===== config.mk =====
export PLATFORM = sky130hd
export DESIGN_NAME = serial_sub
export DESIGN_NICKNAME = d
export VERILOG_FILES = /design/src/rtl/serial_sub.sv
export SDC_FILE = /design/constraint.sdc
export NUM_CORES = 1
export LEC_CHECK = 0
export BUFFER_PORTS_ARGS = -buffer_cell sky130_fd_sc_hd__buf_2
export CAP_MARGIN = 20
export CORE_ASPECT_RATIO = 1.2
export CORE_MARGIN = 2
export CORE_UTILIZATION = 49
export CTS_CLUSTER_SIZE = 30
export DETAILED_ROUTE_END_ITERATION = 12
export HOLD_SLACK_MARGIN = 0.05
export PLACE_DENSITY_LB_ADDON = 0.08
export SETUP_SLACK_MARGIN = 0.05
export SYNTH_ARGS = -nofsm -noshare
export SYNTH_HDL_FRONTEND = slang
export SYNTH_SLANG_ARGS = --single-unit

===== constraint.sdc =====
create_clock -name clk -period 1.3 [get_ports clk]
set_input_delay 0.065 -clock clk [delete_from_list [all_inputs] [get_ports clk]]
set_output_delay 0.065 -clock clk [all_outputs]
set_load 0.005 [all_outputs]

===== src/rtl/serial_sub.sv =====
// serial_sub: bit-serial subtractor, LSB first, one result bit per clock.
// diff = a - b - bin (mod 2^WIDTH); bout = 1 when a < b + bin (unsigned).
//
// Handshake: start is a request sampled only while idle (busy=0). On the
// edge that accepts it, a/b/bin are captured and later input changes are
// ignored. done is a one-cycle pulse, and diff/bout are valid from that
// cycle until the next done. A start seen while busy is dropped, not queued.
module serial_sub #(
   parameter int WIDTH = 8
) (
   input  logic             clk,
   input  logic             rst_n,
   input  logic             start,
   input  logic [WIDTH-1:0] a,
   input  logic [WIDTH-1:0] b,
   input  logic             bin,
   output logic             busy,
   output logic             done,
   output logic [WIDTH-1:0] diff,
   output logic             bout
);

   localparam int CNT_W = $clog2(WIDTH + 1);

   // Encoding picked so busy is state[0] and done is state[1]: each output
   // is a single flop bit, so neither can glitch on a state change.
   typedef enum logic [1:0] {
      ST_IDLE = 2'b00,
      ST_RUN  = 2'b01,
      ST_DONE = 2'b11
   } state_t;

   state_t           state;
   state_t           state_next;

   logic [WIDTH-1:0] a_sh;
   logic [WIDTH-1:0] b_sh;
   logic [WIDTH-1:0] res_sh;
   logic             br;
   logic [CNT_W-1:0] cnt;

   logic             bit_res;
   logic             br_next;
   logic [WIDTH-1:0] res_next;
   logic [WIDTH-1:0] bit_vec;
   logic             last_bit;

   // One full-subtractor cell plus the result shift-in from the MSB end.
   always_comb begin
      bit_vec          = '0;
      bit_res          = a_sh[0] ^ b_sh[0] ^ br;
      br_next          = (~a_sh[0] & b_sh[0]) | (~(a_sh[0] ^ b_sh[0]) & br);
      bit_vec[WIDTH-1] = bit_res;
      res_next         = (res_sh >> 1) | bit_vec;
      last_bit         = (cnt == CNT_W'(WIDTH - 1));
   end

   // State register.
   always_ff @(posedge clk or negedge rst_n) begin
      if (!rst_n) begin
         state <= ST_IDLE;
      end else begin
         state <= state_next;
      end
   end

   // Next-state logic: IDLE -> RUN on start, RUN -> DONE after the last bit,
   // DONE -> IDLE unconditionally.
   always_comb begin
      state_next = state;
      case (state)
         ST_IDLE: if (start)    state_next = ST_RUN;
         ST_RUN:  if (last_bit) state_next = ST_DONE;
         ST_DONE:               state_next = ST_IDLE;
         default:               state_next = ST_IDLE;
      endcase
   end

   assign busy = state[0];
   assign done = state[1];

   // Datapath: capture on accept, shift one bit per RUN cycle, publish the
   // complete result only on the edge that processes the final bit.
   always_ff @(posedge clk or negedge rst_n) begin
      if (!rst_n) begin
         a_sh   <= '0;
         b_sh   <= '0;
         res_sh <= '0;
         br     <= 1'b0;
         cnt    <= '0;
         diff   <= '0;
         bout   <= 1'b0;
      end else begin
         case (state)
            ST_IDLE: begin
               if (start) begin
                  a_sh   <= a;
                  b_sh   <= b;
                  br     <= bin;
                  res_sh <= '0;
                  cnt    <= '0;
               end
            end
            ST_RUN: begin
               a_sh   <= a_sh >> 1;
               b_sh   <= b_sh >> 1;
               br     <= br_next;
               res_sh <= res_next;
               cnt    <= cnt + CNT_W'(1);
               if (last_bit) begin
                  diff <= res_next;
                  bout <= br_next;
               end
            end
            default: begin
            end
         endcase
      end
   end

endmodule


# Yosys cells after proc, flatten, opt, wreduce, memory -nomap -nowiden

Cells that the tools add are included.
Widths: inputs -> output; s select.

Word-level logic and storage cells: 39
Input bits: 20
Output and inout port bits: 11
Bits in registers: 40

Reduce and logical (&&, ||, !) cells: 5
Bitwise gates (word level): 8
Multiplexer cells: 13
Add/subtract/negate cells: 1
Equality and inequality tests: 4

Operators with widths:

| kind                | count |
|---|---|
| $pmux 8 s2          | 3 |
| $mux 8              | 3 |
| $or 7x8->8          | 1 |
| $pmux 4 s2          | 1 |
| $reduce_and 2->1    | 3 |
| $add 4x1->4 const B | 1 |
| $eq 4x3->1 const B  | 1 |
| $mux 2              | 2 |
| $mux 4              | 1 |
| $ne 2x2->1 const B  | 2 |
| $pmux 2 s2          | 1 |
| $and 1x1->1         | 2 |
| $eq 2x1->1 const B  | 1 |
| $logic_not 2->1     | 1 |
| $not 1->1           | 2 |
| $pmux 1 s2          | 1 |
| $reduce_bool 2->1   | 1 |
| $xor 1x1->1         | 2 |
| $mux 1              | 1 |
| $or 1x1->1          | 1 |

# Logic depth before layout (Yosys ltp)

Gate-level depths: netlist of the first run.

Word-level depth: 5
Gate-level depth with buffers: 5
Depth with buffers taken out: 4

# Worst setup path after synthesis of the first run

Ideal clock, no wire load.

Path type: register to register
Start: register cnt[0]
End: register diff[0]
Setup time: 0.125 ns
Required time: 1.175 ns
Path slack: -0.129 ns
Arrival time: 1.305 ns
Clock period less this slack: 1.429 ns
Path buffers: 0
Stages on the path, launching flop included: 5
Cell sequence: dfrtp_1 > ha_1 > nand2_1 > nor3_4 > mux2_2

Cells in the longest elaborated chain, start to end: 2

RTL lines:

| item                              | line | text |
|---|---|---|
| start, declared                   | 40   | `logic [CNT_W-1:0] cnt;` |
| start signal, assigned            | 109  | `cnt <= cnt + CNT_W'(1);` |
| $eq 4x3->1                        | 55   | `last_bit = (cnt == CNT_W'(WIDTH - 1));` |
| $reduce_and 2->1 (no source line) | --   |  |
| end signal, assigned              | 111  | `diff <= res_next;` |
| end, declared                     | 19   | `output logic [WIDTH-1:0] diff,` |

Every way passes these cells.
A chain may end at the register's enable or synchronous reset.

# Worst setup path in the final report of the first run

Start: register cnt[0]
End: register diff[4]

Same word-level chain as after synthesis.

==> results of run 1 <==
[worst min-delay path by stage]
stage | from | endpoint | slack, ns | depth (start not counted)
after CTS | b[7] | b_sh[7]$_DFFE_PN0P_ | 0.05 | 3
after detailed placement | rst_n | cnt[2]$_DFFE_PN0P_ | 0.14 | 2
after global placement | rst_n | cnt[2]$_DFFE_PN0P_ | 0.13 | 2
after floorplan | rst_n | a_sh[0]$_DFFE_PN0P_ | -0.23 | 0
final | b[1] | b_sh[1]$_DFFE_PN0P_ | 0.04 | 3
after global routing | a[4] | a_sh[4]$_DFFE_PN0P_ | 0.08 | 3
[routing by layer]
layer / routed length [microns] / part of all wire
met1: 1640 / 0.44
met4: 36 / 0.0098
met5: 0 / 0
met3: 184 / 0.050
met2: 1830 / 0.50
[worst max-delay path: cells and delay by family, from the launching register on]
kind	cells	cell delay, ns
fa+ha+maj	1	0.19
buf+inv	1	0.15
flops	1	0.36
mux	1	0.33
simple gates	2	0.20
[cell type report]
| type | instances | area [sq um] | area share |
|---|---|---|---|
| Clock buffer | 5 | 68.8 | 0.0307 |
| Clock inverter | 3 | 20.0 | 0.00893 |
| Inverter | 4 | 15.0 | 0.00670 |
| Multi-Input combinational cell | 100 | 737 | 0.329 |
| Sequential cell | 39 | 977 | 0.436 |
| Tap cell | 37 | 46.3 | 0.0206 |
| Timing Repair Buffer | 56 | 378 | 0.169 |
[per-stage QoR]
stage               setup slack (ns)  std cells  hold WS [ns]   util
floorplan                     -0.129        153        -0.231      -
finish                       -0.0474        244        0.0446  0.666
CTS                          -0.0593        242        0.0533  0.650
global placement             -0.0227        232         0.134  0.615
detailed placement           -0.0493        232         0.143  0.615
global route                  -0.112        244        0.0778  0.666
[cell families after synthesis]
logic type / count (synthesis)
AO/OA/AOI/OAI: 62
adder cells (fa/ha/maj): 2
buffers and inverters: 14
flip-flops: 39
multiplexers: 10
AND/OR/NAND/NOR: 26
[power groups by stage]
stage	Clock, W	Combinational [W]	Sequential, W
final	0.000797	0.00212	0.00207
after global routing	0.000867	0.00238	0.00213
after CTS	0.000820	0.00201	0.00206
after detailed placement	0	0.00199	0.00207
after global placement	0	0.00191	0.00204
after floorplan	0	0.00119	0.00204
[layout by cell type, fill, tap and decap left out, drive strengths merged]
master and n:
dlygate4sd3 2, a22o 9, nand3 1, nand2 5, nand2b 1, mux2i 1, inv 4, a41oi 1
clkinv 1, a21oi 15, a31oi 1, buf 54, a2bb2oi 3, a22oi 14, fa 1, o21ai 18
clkinvlp 2, nor3 1, clkbuf 5, nor2 1, ha 1, dfrtp 39, nor2b 17, o21bai 1
mux2 9
[timing repair]
item | 4_1_cts | 5_1_grt
endpoints found under the setup margin | 25 | 36
setup buffers | 0 | 2
hold buffers | 2 | 0
hold endpoints to repair | 40 | 0
pin swaps | 0 | 3
resized for setup | 3 | 15
[state kept, by name (all words and copies together), names as in the netlist]
signal,flops
cnt,4
state,2
diff,8
bout,1
a_sh,8
b_sh,8
res_sh,7
br,1
==> impl_metrics.csv, run 1 <==
group,metric,value,unit
yosys,yosysWarnings,0,
yosys,netlist_top_cells_area,"dfrtp_1, nor2b_1, a22oi_1",
worst_setup_path,r2r_cells,5,
job,cap_viol_max_count,0,
detailed_routing,firstDrtPassIters,4,
floorplanning,start_util,0.519,
floorplanning,die_w,58.5,microns
grt,grt_pass1_wl,6240,microns
sta,period_share,1.04,
yosys,syn_area,0.00175,sq mm
placement,placed_area,0.00207,sq mm
clock_network,htreeDepth,2,
placement,hpwl,2520,microns
detailed_routing,post_drt_wl_per_cell,15.1,microns
final_layout,fillers,268,
sta,fin_ws,-0.0474,ns
sta,min_period,1.35,ns
worst_setup_path,r2r_start,"cnt[0]$_DFFE_PN0P_",
floorplanning,ios,31,
run_status,violations,"setup timing",
grt,use_met2,0.321,
grt,grt_overflow,0,
floorplanning,design.die.area,0.00406,sq mm
run_status,status,"finished, violations left",
yosys,yosys.cell_types.count,24,
yosys,synth-seq-cells,39,
clock_network,clockBufferDepth,2,
worst_setup_path,slowest_delay,0.36,ns
worst_setup_path,arrival,1.52,ns
grt,groute.usage.overall,0.199,
worst_setup_path,reg2reg_slack,-0.05,ns
sta,setup_viol,8,
grt,antenna_found_initial,0,
grt,grt_max_degree,40,
yosys,synthMuxAreaShare,0.0637,
yosys,async_reset_ff_frac,1.00,
yosys,synth_nets,175,
worst_setup_path,endpoint,"diff[4]$_DFFE_PN0P_",
final_layout,diodes,0,
power,power.internal,0.00327,W
worst_setup_path,cp-end-kind,"flop",
grt,top_usage_layer,"met2",
placement,gp_congestion,0.738,
floorplanning,fp.dieH,69.4,microns
power,p_total,0.00498,W
detailed_routing,via_per_inst,5.70,
power,p_per_area,2220,mW/mm^2
sta,fmax,0.742,GHz
power,pwr-share-seq,0.415,
grt,grt.met1_usage,0.260,
power,ir_worst_vdd,0.00186,V
yosys,synth-simple-area-share,0.0938,
power,leakagePower,1.05,nW
sta,finalClockSkew,0.00373,ns
sta,worst_slew_pin_slew,0.483,ns
clock_network,cts-root-buf,"clkbuf_8",
power,clkPwrFrac,0.160,
clock_network,cts_buffers,5,
yosys,synthXorXnorAreaFrac,0,
worst_setup_path,worstPathRequired,1.47,ns
worst_setup_path,path_max_fanout,9,
clock_network,clk_pin_slew_worst_paths,0.08,ns
power,swShare,0.344,
yosys,netlist.area_leader.share,0.558,
sta,fin_setup_tns,-0.333,ns
yosys,synth_top_family_by_area,"compound AO/OA/AOI/OAI gates",
yosys,synth_edf_count,0,
power,combPwrFrac,0.425,
yosys,synth_commonest_cells,"dfrtp_1, nor2b_1, o21ai_0, a21oi_1, a22oi_1",
sta,maxSlewHeadroom,0.678,
floorplanning,core_area,0.00337,sq mm
detailed_routing,drt_iter0_markers,51,
yosys,netlist.top_cell.by_area,"dfrtp_1",
worst_setup_path,worstPathCellList,"ha_2 -> nand2_2 -> nor3_4 -> buf_12 -> mux2_2",
worst_setup_path,worstSetupPathType,"reg -> reg",
final_layout,fin_area,0.00224,sq mm
sta,finalHoldViolCount,0,
clock_network,clkSinkCount,39,
yosys,synth_compound_area_frac,0.228,
final_layout,area_growth,28.3,%
yosys,synth_most_common_cell,"dfrtp_1",
sta,rsz0062_at_grt,"true",
final_layout,layout-drive-gt1-share,0.391,
worst_setup_path,r2r_end,"diff[4]$_DFFE_PN0P_",
power,p_sw,0.00171,W
yosys,synthAdderAreaFrac,0.0186,
yosys,avgSynthCellArea,11.4,sq um
yosys,synth.yosys.seq_area_share,0.558,
detailed_routing,vias,1390,
placement,io_buffers,30,
worst_setup_path,crit_slowest_cell,"dfrtp_1",
worst_hold_path,hold_class,"in -> reg",
clock_network,clock_latency,0.29,ns
final_layout,layout.nets,228,
yosys,ys.flop_type,"dfrtp_1",
yosys,synth_cells,153,
grt,grt_pass1_vias,1356,
detailed_routing,final_antenna_net_count,0,
worst_setup_path,crit_start,"cnt[0]$_DFFE_PN0P_",
detailed_routing,wl,3690,microns
worst_setup_path,critPathLaunchType,"flop",
grt,use_met3,0.0541,
floorplanning,rows,23,
detailed_routing,remaining_drc_errors,0,
sta,slew_violations,0,
clock_network,cts_tree,"done",
Power figures use the tool's default switching activity.
==> inputs of run 2 (changes only) <==
ABC_AREA = 1   (was not set)
SKIP_CTS_REPAIR_TIMING = 1   (was not set)
==> run 2 against run 1 <==
The run ends with DRC left. Clock power decreased by 0.9%. Utilization shrank 0.97 points. Cell area shrank 0.61%. Count of clock-buffer cells in the layout unchanged. Global-route usage shrank 0.69 points. Synthesized area rose by 0.86%. Critical endpoint is now diff[5]$_DFFE_PN0P_. Largest power group unchanged.
==> impl_metrics.csv, run 2 <==
group,metric,value,unit
power,clkPwrFrac,0.163,
yosys,synth-seq-cells,39,
floorplanning,die_w,58.8,microns
yosys,ys.flop_type,"dfrtp_1",
power,p_per_area,2170,mW/mm^2
worst_setup_path,crit_family,"simple AND/OR/NAND/NOR gates",
final_layout,final_util,0.656,
yosys,async_reset_ff_frac,1.00,
final_layout,fillers,316,
yosys,synth_cells,201,
yosys,syn_area,0.00176,sq mm
worst_setup_path,cpMostUsedCell,"nand2_1",
grt,antenna_found_initial,0,
detailed_routing,wl,3670,microns
sta,period_share,0.927,
floorplanning,design.die.area,0.00410,sq mm
yosys,synth.yosys.seq_area_share,0.554,
run_status,status,"finished, violations left",
final_layout,fin_area,0.00223,sq mm
final_layout,diodes,0,
floorplanning,start_util,0.519,
sta,fin_setup_tns,0,ns
run_status,violations,"DRC",
detailed_routing,remaining_drc_errors,2,
clock_network,cts_tree,"done",
worst_setup_path,critPathBufInv,0,
sta,fmax,0.830,GHz
sta,setup_viol,0,
sta,worst_slew_pin_slew,0.490,ns
yosys,avgSynthCellArea,8.77,sq um
sta,finalClockSkew,0.00631,ns
power,p_sw,0.00184,W
clock_network,clockBufferDepth,2,
worst_setup_path,worstSetupPathType,"reg -> reg",
clock_network,cts_buffers,5,
yosys,netlist_top_cells_area,"dfrtp_1, nand2_1, nand3_1",
power,combPwrFrac,0.421,
detailed_routing,firstDrtPassIters,8,
grt,grt_max_degree,40,
floorplanning,fp.dieH,69.7,microns
clock_network,htreeDepth,2,
worst_setup_path,cp-end-kind,"flop",
placement,placed_area,0.00196,sq mm
placement,hpwl,2350,microns
floorplanning,core_area,0.00340,sq mm
sta,min_period,1.21,ns
clock_network,clkSinkCount,39,
yosys,yosysWarnings,0,
worst_setup_path,critPathLaunchType,"flop",
yosys,yosys.cell_types.count,21,
detailed_routing,post_drt_wl_per_cell,12.6,microns
power,swShare,0.381,
yosys,synth_nets,223,
yosys,netlist.area_leader.share,0.554,
grt,groute.usage.overall,0.193,
detailed_routing,vias,1502,
final_layout,area_growth,26.4,%
clock_network,clk_pin_slew_worst_paths,0.07,ns
worst_setup_path,arrival,1.39,ns
worst_setup_path,crit_slowest_cell,"dfrtp_1",
power,power.internal,0.00299,W
worst_setup_path,slowest_delay,0.38,ns
detailed_routing,drt_iter0_markers,64,
final_layout,register_area,976,sq um
power,pwr-share-seq,0.415,
job,cap_viol_max_count,0,
grt,grt_pass1_vias,1421,
final_layout,layout-drive-gt1-share,0.216,
detailed_routing,final_antenna_net_count,0,
yosys,synth_edf_count,0,
worst_setup_path,worstPathCellList,"ha_1 -> nand2_1 -> nor2_4 -> nand2_4 -> nand2_1 -> nand2_1",
yosys,synth_most_common_cell,"nand2_1",
grt,grt_pass1_wl,6040,microns
worst_setup_path,worstPathRequired,1.48,ns
yosys,netlist.top_cell.by_area,"dfrtp_1",
sta,slew_violations,0,
yosys,synth_commonest_cells,"nand2_1, nand3_1, dfrtp_1, inv_1, nor2_1",
floorplanning,rows,23,
clock_network,clock_latency,0.29,ns
grt,grt_overflow,0,
placement,gp_congestion,0.763,
floorplanning,ios,31,
power,leakagePower,1.20,nW
final_layout,layout.nets,276,
final_layout,top_regs,"a_sh: 8 flops, b_sh: 8 flops, diff: 8 flops",
detailed_routing,via_per_inst,5.14,
worst_setup_path,path_max_fanout,10,
power,ir_worst_vdd,0.000893,V
placement,io_buffers,30,
final_layout,final_cell_mix,"nand2_1, nand3_1, dfrtp_1, buf_2, inv_1",
final_layout,final_common_cell,"nand2_1",
clock_network,cts-root-buf,"clkbuf_8",
sta,maxSlewHeadroom,0.673,
worst_hold_path,hold_class,"in -> reg",
final_layout,multi_input_area,623,sq um
sta,finalHoldViolCount,0,
sta,rsz0062_at_grt,"true",
[run 2: cells by family (layout without fill, tap and decap cells)]
logic type,after synthesis,count (layout),synth area share
adders and majority gates,2,2,0.0185
AOI/OAI and AO/OA,10,10,0.0319
buffers and inverters,30,84,0.0930
DFF,39,39,0.554
and+or+nand+nor,120,120,0.303
[run 2: path summary, 6_finish.rpt]
| check | startpoint | slack, ns | endpoint | cells past startpoint |
|---|---|---|---|---|
| setup / recovery | cnt[1]$_DFFE_PN0P_ | 0.09 | diff[5]$_DFFE_PN0P_ | 6 |
| hold / removal | a[4] | 0.09 | a_sh[4]$_DFFE_PN0P_ | 5 |
| setup reg to reg | cnt[1]$_DFFE_PN0P_ | 0.09 | diff[5]$_DFFE_PN0P_ | 6 |
| hold reg to reg | diff[2]$_DFFE_PN0P_ | 0.47 | diff[2]$_DFFE_PN0P_ | 2 |
| max in group asynchronous | rst_n | 0.60 | b_sh[0]$_DFFE_PN0P_ | 3 |
| min in group asynchronous | rst_n | 0.36 | bout$_DFFE_PN0P_ | 3 |
[run 2: worst register-to-register path: stages (launching register included)]
cell     delay [ns]
dfrtp_1        0.38
ha_1           0.18
nand2_1        0.10
nor2_4         0.19
nand2_4        0.11
nand2_1        0.08
nand2_1        0.05
[run 2: area by class of cell]
cell class,instances,area share
tap,37,0.0208
inverter,20,0.0337
clock buffer,5,0.0309
clock inverter,3,0.00898
timing repair buffer,56,0.188
multi-input combinational,132,0.280
sequential,39,0.438
[run 2: power groups by stage]
stage	Clock (W)	Sequential, W	Combinational (W)
4_1_cts	0.000813	0.00202	0.00193
3_5_place_dp	0	0.00204	0.00192
6_report	0.000790	0.00201	0.00204
2_1_floorplan	0	0.00200	0.00136
5_1_grt	0.000872	0.00207	0.00232
3_3_place_gp	0	0.00202	0.00184
[run 2: stage by stage]
step / total power [W] / hold slack, ns / setup WS [ns] / instances
3_5_place_dp: 0.00396 / 0.147 / 0.0135 / 265
2_1_floorplan: 0.00336 / -0.231 / 0.151 / 201
5_1_grt: 0.00526 / 0.119 / 0.00208 / 292
6_report: 0.00483 / 0.0918 / 0.0945 / 292
4_1_cts: 0.00476 / -0.164 / -0.00277 / 273
3_3_place_gp: 0.00386 / 0.137 / 0.108 / 265
[run 2: routing by layer]
layer | share of wire | wire length, microns | track usage
met4 | 0.016 | 60 | 0.0783
met5 | 0 | 0 | 0
met3 | 0.045 | 164 | 0.0504
met1 | 0.41 | 1500 | 0.223
met2 | 0.53 | 1950 | 0.328
==> inputs of run 3 (changes only) <==
CTS_BUF_LIST = sky130_fd_sc_hd__clkbuf_16   (was not set)
PLACE_DENSITY_LB_ADDON = 0.3   (was 0.08)
==> run 3 against run 2 <==
The run still ends with DRC left. Register-to-register slack hardly changed. Total power is 7.7% higher. Setup slack improved by 0.0029 ns. Utilization is 2.5 points higher. Die area unchanged. Critical path depth unchanged. Fmax rose by 0.24%. Worst hold slack improved by 0.0073 ns. Cell count is the same. Count of clock-buffer cells in the layout unchanged. Highest routed layer unchanged.
==> impl_metrics.csv, run 3 (synthesis gave the netlist of run 2 again) <==
group,metric,value,unit
floorplanning,fp.dieH,69.7,microns
final_layout,area_growth,31.2,%
detailed_routing,firstDrtPassIters,8,
worst_hold_path,hold_end,"a_sh[6]$_DFFE_PN0P_",
power,p_per_area,2250,mW/mm^2
placement,gp_congestion,0.767,
grt,grt_max_degree,31,
placement,io_buffers,30,
floorplanning,start_util,0.519,
sta,setup_viol,0,
worst_setup_path,reg2reg_slack,0.1,ns
job,cap_viol_max_count,0,
sta,period_share,0.925,
grt,grt_overflow,0,
clock_network,clock_latency,0.27,ns
run_status,violations,"DRC",
placement,dp_cells,267,
worst_hold_path,holdPathStages,5,
sta,maxSlewHeadroom,0.731,
worst_setup_path,crit_slowest_cell,"dfrtp_1",
worst_setup_path,cpMostUsedCell,"nand2_1",
detailed_routing,drt_iter0_markers,63,
run_status,status,"finished, violations left",
worst_setup_path,worstPathRequired,1.46,ns
clock_network,cts-root-buf,"clkbuf_16",
detailed_routing,remaining_drc_errors,3,
final_layout,final_cell_mix,"nand2_1, nand3_1, dfrtp_1, buf_2, inv_1",
clock_network,clkSinkCount,39,
sta,fmax,0.832,GHz
worst_setup_path,path_max_fanout,10,
floorplanning,die_w,58.8,microns
power,clkPwrFrac,0.208,
final_layout,register_area,977,sq um
power,power.internal,0.00337,W
clock_network,htreeDepth,2,
worst_setup_path,slowest_delay,0.39,ns
grt,grt_pass1_vias,1365,
clock_network,clockBufferDepth,2,
worst_setup_path,critPathLaunchType,"flop",
final_layout,layout-drive-gt1-share,0.231,
final_layout,layout.nets,278,
worst_setup_path,r2r_start,"cnt[1]$_DFFE_PN0P_",
sta,slew_violations,0,
power,swShare,0.353,
final_layout,final_common_cell,"nand2_1",
clock_network,clk_pin_slew_worst_paths,0.05,ns
power,p_sw,0.00184,W
final_layout,multi_input_area,636,sq um
sta,worst_slew_pin_slew,0.403,ns
floorplanning,ios,31,
worst_setup_path,r2r_end,"diff[1]$_DFFE_PN0P_",
power,combPwrFrac,0.402,
placement,hpwl,2350,microns
worst_hold_path,hold_class,"in -> reg",
power,p_total,0.00521,W
sta,finalClockSkew,0.00378,ns
worst_setup_path,worstSetupPathType,"reg -> reg",
worst_setup_path,r2r_cells,6,
final_layout,diodes,0,
final_layout,final_util,0.681,
floorplanning,core_area,0.00340,sq mm
worst_hold_path,hold_path_startpoint,"a[6]",
detailed_routing,wl,3500,microns
final_layout,top_regs,"a_sh: 8 flops, b_sh: 8 flops, diff: 8 flops",
worst_setup_path,arrival,1.36,ns
floorplanning,rows,23,
clock_network,cts_tree,"done",
worst_setup_path,cp-end-kind,"flop",
detailed_routing,vias,1495,
worst_setup_path,worstPathCellList,"ha_2 -> nand2_2 -> nor2_4 -> nand2_4 -> nand2_1 -> nand2_1",
power,pwr-share-seq,0.390,
sta,min_period,1.20,ns
grt,groute.usage.overall,0.189,
final_layout,final_cells,292,
detailed_routing,post_drt_wl_per_cell,12.0,microns
grt,antenna_found_initial,0,
sta,rsz0062_at_grt,"true",
clock_network,cts_buffers,5,
final_layout,fillers,284,
power,ir_worst_vdd,0.00129,V
floorplanning,design.die.area,0.00410,sq mm
detailed_routing,final_antenna_net_count,0,
power,leakagePower,1.24,nW
grt,grt_pass1_wl,5950,microns
detailed_routing,via_per_inst,5.12,
sta,finalHoldViolCount,0,
## run 3: worst max path at each step
| stage | startpoint | to | slack (ns) | cells past startpoint |
|---|---|---|---|---|
| 2_1_floorplan | cnt[0]$_DFFE_PN0P_ | bout$_DFFE_PN0P_ | 0.15 | 6 |
| 3_3_place_gp | cnt[0]$_DFFE_PN0P_ | diff[1]$_DFFE_PN0P_ | 0.08 | 6 |
| 3_5_place_dp | cnt[0]$_DFFE_PN0P_ | diff[1]$_DFFE_PN0P_ | 0.01 | 6 |
| 4_1_cts | cnt[0]$_DFFE_PN0P_ | diff[1]$_DFFE_PN0P_ | -0.004 | 6 |
| 5_1_grt | cnt[1]$_DFFE_PN0P_ | diff[4]$_DFFE_PN0P_ | 0.01 | 6 |
| 6_report | cnt[1]$_DFFE_PN0P_ | diff[1]$_DFFE_PN0P_ | 0.1 | 6 |
## run 3: power groups by stage
stage          Clock [W]  Combinational, W  Sequential [W]
3_3_place_gp           0           0.00189         0.00203
5_1_grt          0.00117           0.00240         0.00210
6_report         0.00108           0.00209         0.00203
4_1_cts          0.00111           0.00195         0.00202
2_1_floorplan          0           0.00136         0.00200
3_5_place_dp           0           0.00194         0.00204
## run 3: final cells by class
cell class / instances / area share
flip-flops and latches: 39 / 0.422
multi-input cells: 132 / 0.275
repair buffers: 58 / 0.195
clock buffers: 5 / 0.0541
inverters: 20 / 0.0324
well taps: 37 / 0.0200
clock inverters: 1 / 0.00162
## run 3: per-stage QoR
step | area, sq um | worst slack (ns) | hold slack (ns) | TNS (ns)
detailed placement | 1990 | 0.0147 | 0.0115 | 0
global placement | 1990 | 0.0775 | 0.0153 | 0
finish | 2310 | 0.0974 | 0.0991 | 0
CTS | 2120 | -0.00371 | -0.280 | -0.00371
global route | 2310 | 0.0115 | 0.136 | 0
floorplan | 1760 | 0.151 | -0.231 | 0
## run 3: routing by layer
layer	share of wire	global-route usage
met5	0	0
met1	0.44	0.227
met2	0.52	0.314
met4	0.011	0.0657
met3	0.039	0.0597
## run 3: critical path: cells and delay by family, from the launching register on
kind,cells,cell delay [ns]
and+or+nand+nor,5,0.50
adders and majority gates,1,0.20
DFF,1,0.39
